===== src/rtl/ped_signal_ctrl.sv =====
// Pedestrian crossing signal controller downstream of the one-hot traffic light bus.
// Latency: all outputs registered; a grant on a RED edge shows walk=1 the following cycle.
// Backpressure: none; light and ped_req are sampled every cycle and never stalled.
//
// Ports:
//   clk         system clock, rising edge
//   reset       synchronous reset, active-low
//   light       one-hot light state (RED 100, YELLOW 010, GREEN 001)
//   ped_req     pedestrian request, pulse or level
//   walk        WALK lamp
//   dont_walk   DON'T WALK lamp, solid or flashing during clearance
//   req_pending request latched, waiting for the next RED phase start
//   countdown   remaining clearance cycles during CLEAR, else 0
//   light_err   light bus was not exactly one-hot on the previous cycle
module ped_signal_ctrl #(
  parameter int WALK_CYCLES  = 8,
  parameter int FLASH_CYCLES = 6,
  parameter int CNT_W        = 4
) (
  input  logic             clk,
  input  logic             reset,
  input  logic [2:0]       light,
  input  logic             ped_req,
  output logic             walk,
  output logic             dont_walk,
  output logic             req_pending,
  output logic [CNT_W-1:0] countdown,
  output logic             light_err
);

  typedef enum logic [1:0] {
    IDLE  = 2'd0,
    WALK  = 2'd1,
    CLEAR = 2'd2
  } state_t;

  localparam logic [2:0]       RED        = 3'b100;
  localparam logic [2:0]       YELLOW     = 3'b010;
  localparam logic [2:0]       GREEN      = 3'b001;
  localparam logic [CNT_W-1:0] WALK_LOAD  = CNT_W'(WALK_CYCLES);
  localparam logic [CNT_W-1:0] FLASH_LOAD = CNT_W'(FLASH_CYCLES);
  localparam logic [CNT_W-1:0] CNT_ONE    = CNT_W'(1);

  state_t           state, state_n;
  logic [CNT_W-1:0] walk_cnt, walk_cnt_n;
  logic [CNT_W-1:0] countdown_n;
  logic [2:0]       prev_light;
  logic             walk_n, dont_walk_n, req_pending_n, light_err_n;

  logic is_red, illegal, red_edge;

  assign is_red   = (light == RED);
  assign illegal  = !((light == RED) || (light == YELLOW) || (light == GREEN));
  // prev_light follows every value, illegal ones included, so RED after a
  // glitch or after YELLOW both count as the start of a RED phase.
  assign red_edge = is_red && (prev_light != RED);

  always_ff @(posedge clk) begin
    if (!reset) begin
      state       <= IDLE;
      walk_cnt    <= '0;
      walk        <= 1'b0;
      dont_walk   <= 1'b1;
      req_pending <= 1'b0;
      countdown   <= '0;
      light_err   <= 1'b0;
      prev_light  <= RED;
    end else begin
      state       <= state_n;
      walk_cnt    <= walk_cnt_n;
      walk        <= walk_n;
      dont_walk   <= dont_walk_n;
      req_pending <= req_pending_n;
      countdown   <= countdown_n;
      light_err   <= light_err_n;
      prev_light  <= light;
    end
  end

  always_comb begin
    state_n       = state;
    walk_cnt_n    = walk_cnt;
    walk_n        = walk;
    dont_walk_n   = dont_walk;
    req_pending_n = req_pending;
    countdown_n   = countdown;
    light_err_n   = illegal;

    if (illegal) begin
      // A corrupt bus wipes any request, including one arriving this cycle.
      state_n       = IDLE;
      walk_cnt_n    = '0;
      walk_n        = 1'b0;
      dont_walk_n   = 1'b1;
      countdown_n   = '0;
      req_pending_n = 1'b0;
    end else begin
      if (ped_req) begin
        req_pending_n = 1'b1;
      end

      unique case (state)
        IDLE: begin
          walk_n      = 1'b0;
          dont_walk_n = 1'b1;
          countdown_n = '0;
          if (red_edge && (req_pending || ped_req)) begin
            state_n       = WALK;
            walk_n        = 1'b1;
            dont_walk_n   = 1'b0;
            walk_cnt_n    = WALK_LOAD;
            req_pending_n = 1'b0;
          end
        end

        WALK: begin
          if (!is_red) begin
            // Safety abort: RED ended under a walking pedestrian.
            state_n     = IDLE;
            walk_n      = 1'b0;
            dont_walk_n = 1'b1;
            countdown_n = '0;
            walk_cnt_n  = '0;
          end else if (walk_cnt <= CNT_ONE) begin
            state_n     = CLEAR;
            walk_n      = 1'b0;
            dont_walk_n = 1'b1;
            countdown_n = FLASH_LOAD;
            walk_cnt_n  = '0;
          end else begin
            walk_cnt_n = walk_cnt - CNT_ONE;
          end
        end

        CLEAR: begin
          if (!is_red || (countdown <= CNT_ONE)) begin
            state_n     = IDLE;
            walk_n      = 1'b0;
            dont_walk_n = 1'b1;
            countdown_n = '0;
          end else begin
            countdown_n = countdown - CNT_ONE;
            dont_walk_n = ~dont_walk;
          end
        end

        default: begin
          state_n     = IDLE;
          walk_n      = 1'b0;
          dont_walk_n = 1'b1;
          countdown_n = '0;
          walk_cnt_n  = '0;
        end
      endcase
    end
  end

endmodule


===== config.mk =====
export PLATFORM = sky130hd
export DESIGN_NAME = ped_signal_ctrl
export DESIGN_NICKNAME = d
export VERILOG_FILES = /design/src/rtl/ped_signal_ctrl.sv
export SDC_FILE = /design/constraint.sdc
export NUM_CORES = 1
export LEC_CHECK = 0
export BUFFER_PORTS_ARGS = -buffer_cell sky130_fd_sc_hd__buf_2
export CAP_MARGIN = 20
export CORE_MARGIN = 5
export CORE_UTILIZATION = 57
export CTS_BUF_LIST = sky130_fd_sc_hd__clkbuf_2
export CTS_CLUSTER_SIZE = 10
export DETAILED_ROUTE_END_ITERATION = 6
export PLACE_DENSITY = 0.84
export SLEW_MARGIN = 20
export SYNTH_ARGS = -nofsm -noshare
export SYNTH_HDL_FRONTEND = slang
export SYNTH_SLANG_ARGS = --single-unit

===== constraint.sdc =====
create_clock -name clk -period 2.57 [get_ports clk]
set_input_delay 0.1285 -clock clk [delete_from_list [all_inputs] [get_ports clk]]
set_output_delay 0.1285 -clock clk [all_outputs]
set_load 0.005 [all_outputs]

==> results by group <==
Clock network
  • CTS tree: yes
  • Clock sink total: 17
  • CTS Buffer Depth: 2
  • Hold-fix buffers, CTS: 0
  • CTS buffer count: 3
  • CTS clock-pin slew for the worst setup and hold paths: 170 ps
  • Post-CTS sizing: 0
  • Root Buffer: clkbuf_2
  • CTS H-tree lvls: 1
  • Clock Latency Late Sink: 290 ps
  • # Post-CTS Setup Buffers: 0

Outcome
  • Status: complete, no violations

Floorplanning
  • Die width: 50.3 um
  • Die height: 50.3 um
  • Starting density of the core: 0.608
  • Die ar.: 2530 um2
  • CORE AREA: 1520 um2
  • # IOs: 14
  • Rows: 14

Timing
  • Worst-margin pin slew: 696 ps
  • # setup viols final: 0
  • Final Max Slew Viols: 0
  • Final critical-path setup slack: 511 ps
  • Period utilization: 0.801
  • Final hold viol count: 0
  • Skew final: 4.83 ps
  • Slew margin rel.: 0.536
  • FMAX: 0.486 GHz
  • Setup TNS: 0 ps
  • RSZ-0062 raised after global routing: no
  • Fin crit period: 2060 ps

Global route
  • Vias in the first global route: 775
  • First-pass GRT wire length: 3350 um
  • Total track usage: 0.164
  • Initial antenna violation count: 0
  • Largest net degree at the start of global routing: 12
  • GR Overflow Total: 0

Place
  • Post-Place Setup Slack: 552 ps
  • Buffers on Ports: 13
  • Gpl congestion: 0.786
  • Detail Placement HPWL: 1480 um

Drt
  • Starting DRT DRC Count: 9
  • Vias/cell: 5.88
  • DRT Pass-1 Iters: 4
  • Vias: 818
  • Detail Route Antenna Nets: 0
  • Routed WL per cell: 13.8 um
  • DR DRC count: 0
  • Final WL: 1910 um

Worst setup path
  • CP startpoint: walk_cnt[1]
  • Slowest-stage cell, CP: or4_2
  • Crit. End Element: register
  • Worst path cell trace: inv_1 > ha_1 > nor2_1 > o31ai_1 > a21oi_1 > or4_2 > a21oi_1
  • Max stage delay on crit path: 670 ps
  • Worst Path Buf+Inv: 1
  • R2r startpoint: walk_cnt[1]
  • Req. time, crit path: 2810 ps
  • Data arrival, critical path: 2300 ps
  • CP delay by family, top: simple AND/OR/NAND/NOR gates
  • Crit path launch type: register
  • Worst-path fanout max: 5
  • Critical path start-end classification: reg2reg
  • Top cell by count, worst path: a21oi_1

Logic synthesis
  • Mapped Cells: 106
  • Post-synthesis sequential area ratio: 0.368
  • Register bit total from synthesis: 17
  • Synth Warn #: 0
  • Mapped Area: 926 um2
  • Yosys cell types: 35
  • Average size of a mapped cell: 8.73 um2
  • Syn_nets: 119

Power
  • PD cells: 412 nW/um2
  • Peak VDD IR: 0.424 mV
  • P_leak: 0.000415 uW

Job
  • Number of max-cap violations: 0

Worst hold path
  • Worst Hold Launch: reset
  • Worst min path class: in2reg

Finish
  • N_diodes: 0
  • NumNets Final: 137
  • Share of layout cells above drive strength 1: 0.211
  • Leading cell types in the layout, fill and taps excluded: 17 x dfxtp_1, 13 x buf_2, 10 x nor2_1
  • Layout area overhead: 11.6%
  • Commonest non-fill, non-tap cell in the layout: dfxtp_1
[final timing paths]
kind / to / slack, ps / cells past startpoint
hold / removal: prev_light[2] / 50 / 2
hold reg to reg: walk_cnt[1] / 500 / 2
setup / recovery: state[0] / 510 / 7
setup reg to reg: state[0] / 510 / 7
[area by class of cell]
cell class                      instances  area [um2]
Multi-Input combinational cell         79         547
Fill cell                             137         490
Sequential cell                        17         340
Timing Repair Buffer                   14        72.6
Inverter                                9        33.8
Tap cell                               16        20.0
Clock buffer                            3        15.0
Clock inverter                          1        5.00
[per-layer routing]
metal / vias to the layer above / track usage / wire length (um)
met4: 0 / 0.0383 / 0
met3: 0 / 0.0355 / 101
met2: 20 / 0.293 / 985
li1: 407 / - / -
met5: - / 0 / 0
met1: 391 / 0.200 / 826
[synthesized netlist by cell type]
cell / instances / area share
or3b_4: 1 / 0.012
ha_1: 7 / 0.095
nand4bb_1: 1 / 0.012
o31a_1: 1 / 0.0095
and2_2: 1 / 0.0081
o21ai_0: 7 / 0.038
dfxtp_1: 17 / 0.37
nand2b_1: 3 / 0.020
nor2_1: 10 / 0.041
or3_2: 1 / 0.0081
o21bai_1: 1 / 0.0081
buf_2: 1 / 0.0054
or4_2: 1 / 0.0095
or2_4: 1 / 0.0095
o221ai_1: 1 / 0.0095
a21oi_1: 8 / 0.043
inv_1: 9 / 0.036
or3_1: 2 / 0.014
o311ai_2: 1 / 0.018
or4_1: 1 / 0.0081
nor3b_1: 2 / 0.016
o31ai_1: 1 / 0.0081
and2_1: 2 / 0.014
a211oi_1: 1 / 0.0081
mux2_2: 1 / 0.012
nor3_1: 3 / 0.016
o22a_1: 2 / 0.019
nand2_1: 7 / 0.028
nand3_1: 1 / 0.0054
mux2i_1: 4 / 0.043
xnor2_1: 3 / 0.028
nor4_1: 1 / 0.0068
or2_2: 1 / 0.0068
o2111ai_1: 1 / 0.0095
nor2b_1: 1 / 0.0068
[stage by stage]
step | instances | utilization | cell area [um2] | hold slack [ps] | total power [uW]
final | 139 | 0.678 | 1030 | 51.7 | 426
after floorplan | 106 | - | 926 | 202 | 297
after global routing | 139 | 0.678 | 1030 | 32.2 | 450
after detailed placement | 135 | 0.665 | 1010 | 361 | 311
after global placement | 135 | 0.665 | 1010 | 345 | 309
after CTS | 139 | 0.678 | 1030 | 34.6 | 430
[cells by family after synthesis]
kind of cell / after synthesis / share of synthesized area
adders and majority gates: 7 / 0.0946
xor gates and xnor gates: 3 / 0.0284
buffers and inverters: 10 / 0.0419
DFF: 17 / 0.368
muxes: 5 / 0.0554
AOI/OAI and AO/OA: 24 / 0.170
and+or+nand+nor: 40 / 0.242
[report_power, final]
group	internal [uW]	total [uW]	switching [uW]
sequential	269	270	1.47
combinational	14.8	35.2	20.4
clock	35.3	120	85.1
total	319	426	107
[state kept, by name (all words and copies together) (netlist names)]
signal / flops
light_err: 1
prev_light: 3
req_pending: 1
dont_walk: 1
walk: 1
walk_cnt: 4
countdown: 4
state: 2
(Power assumes the default switching activity.)
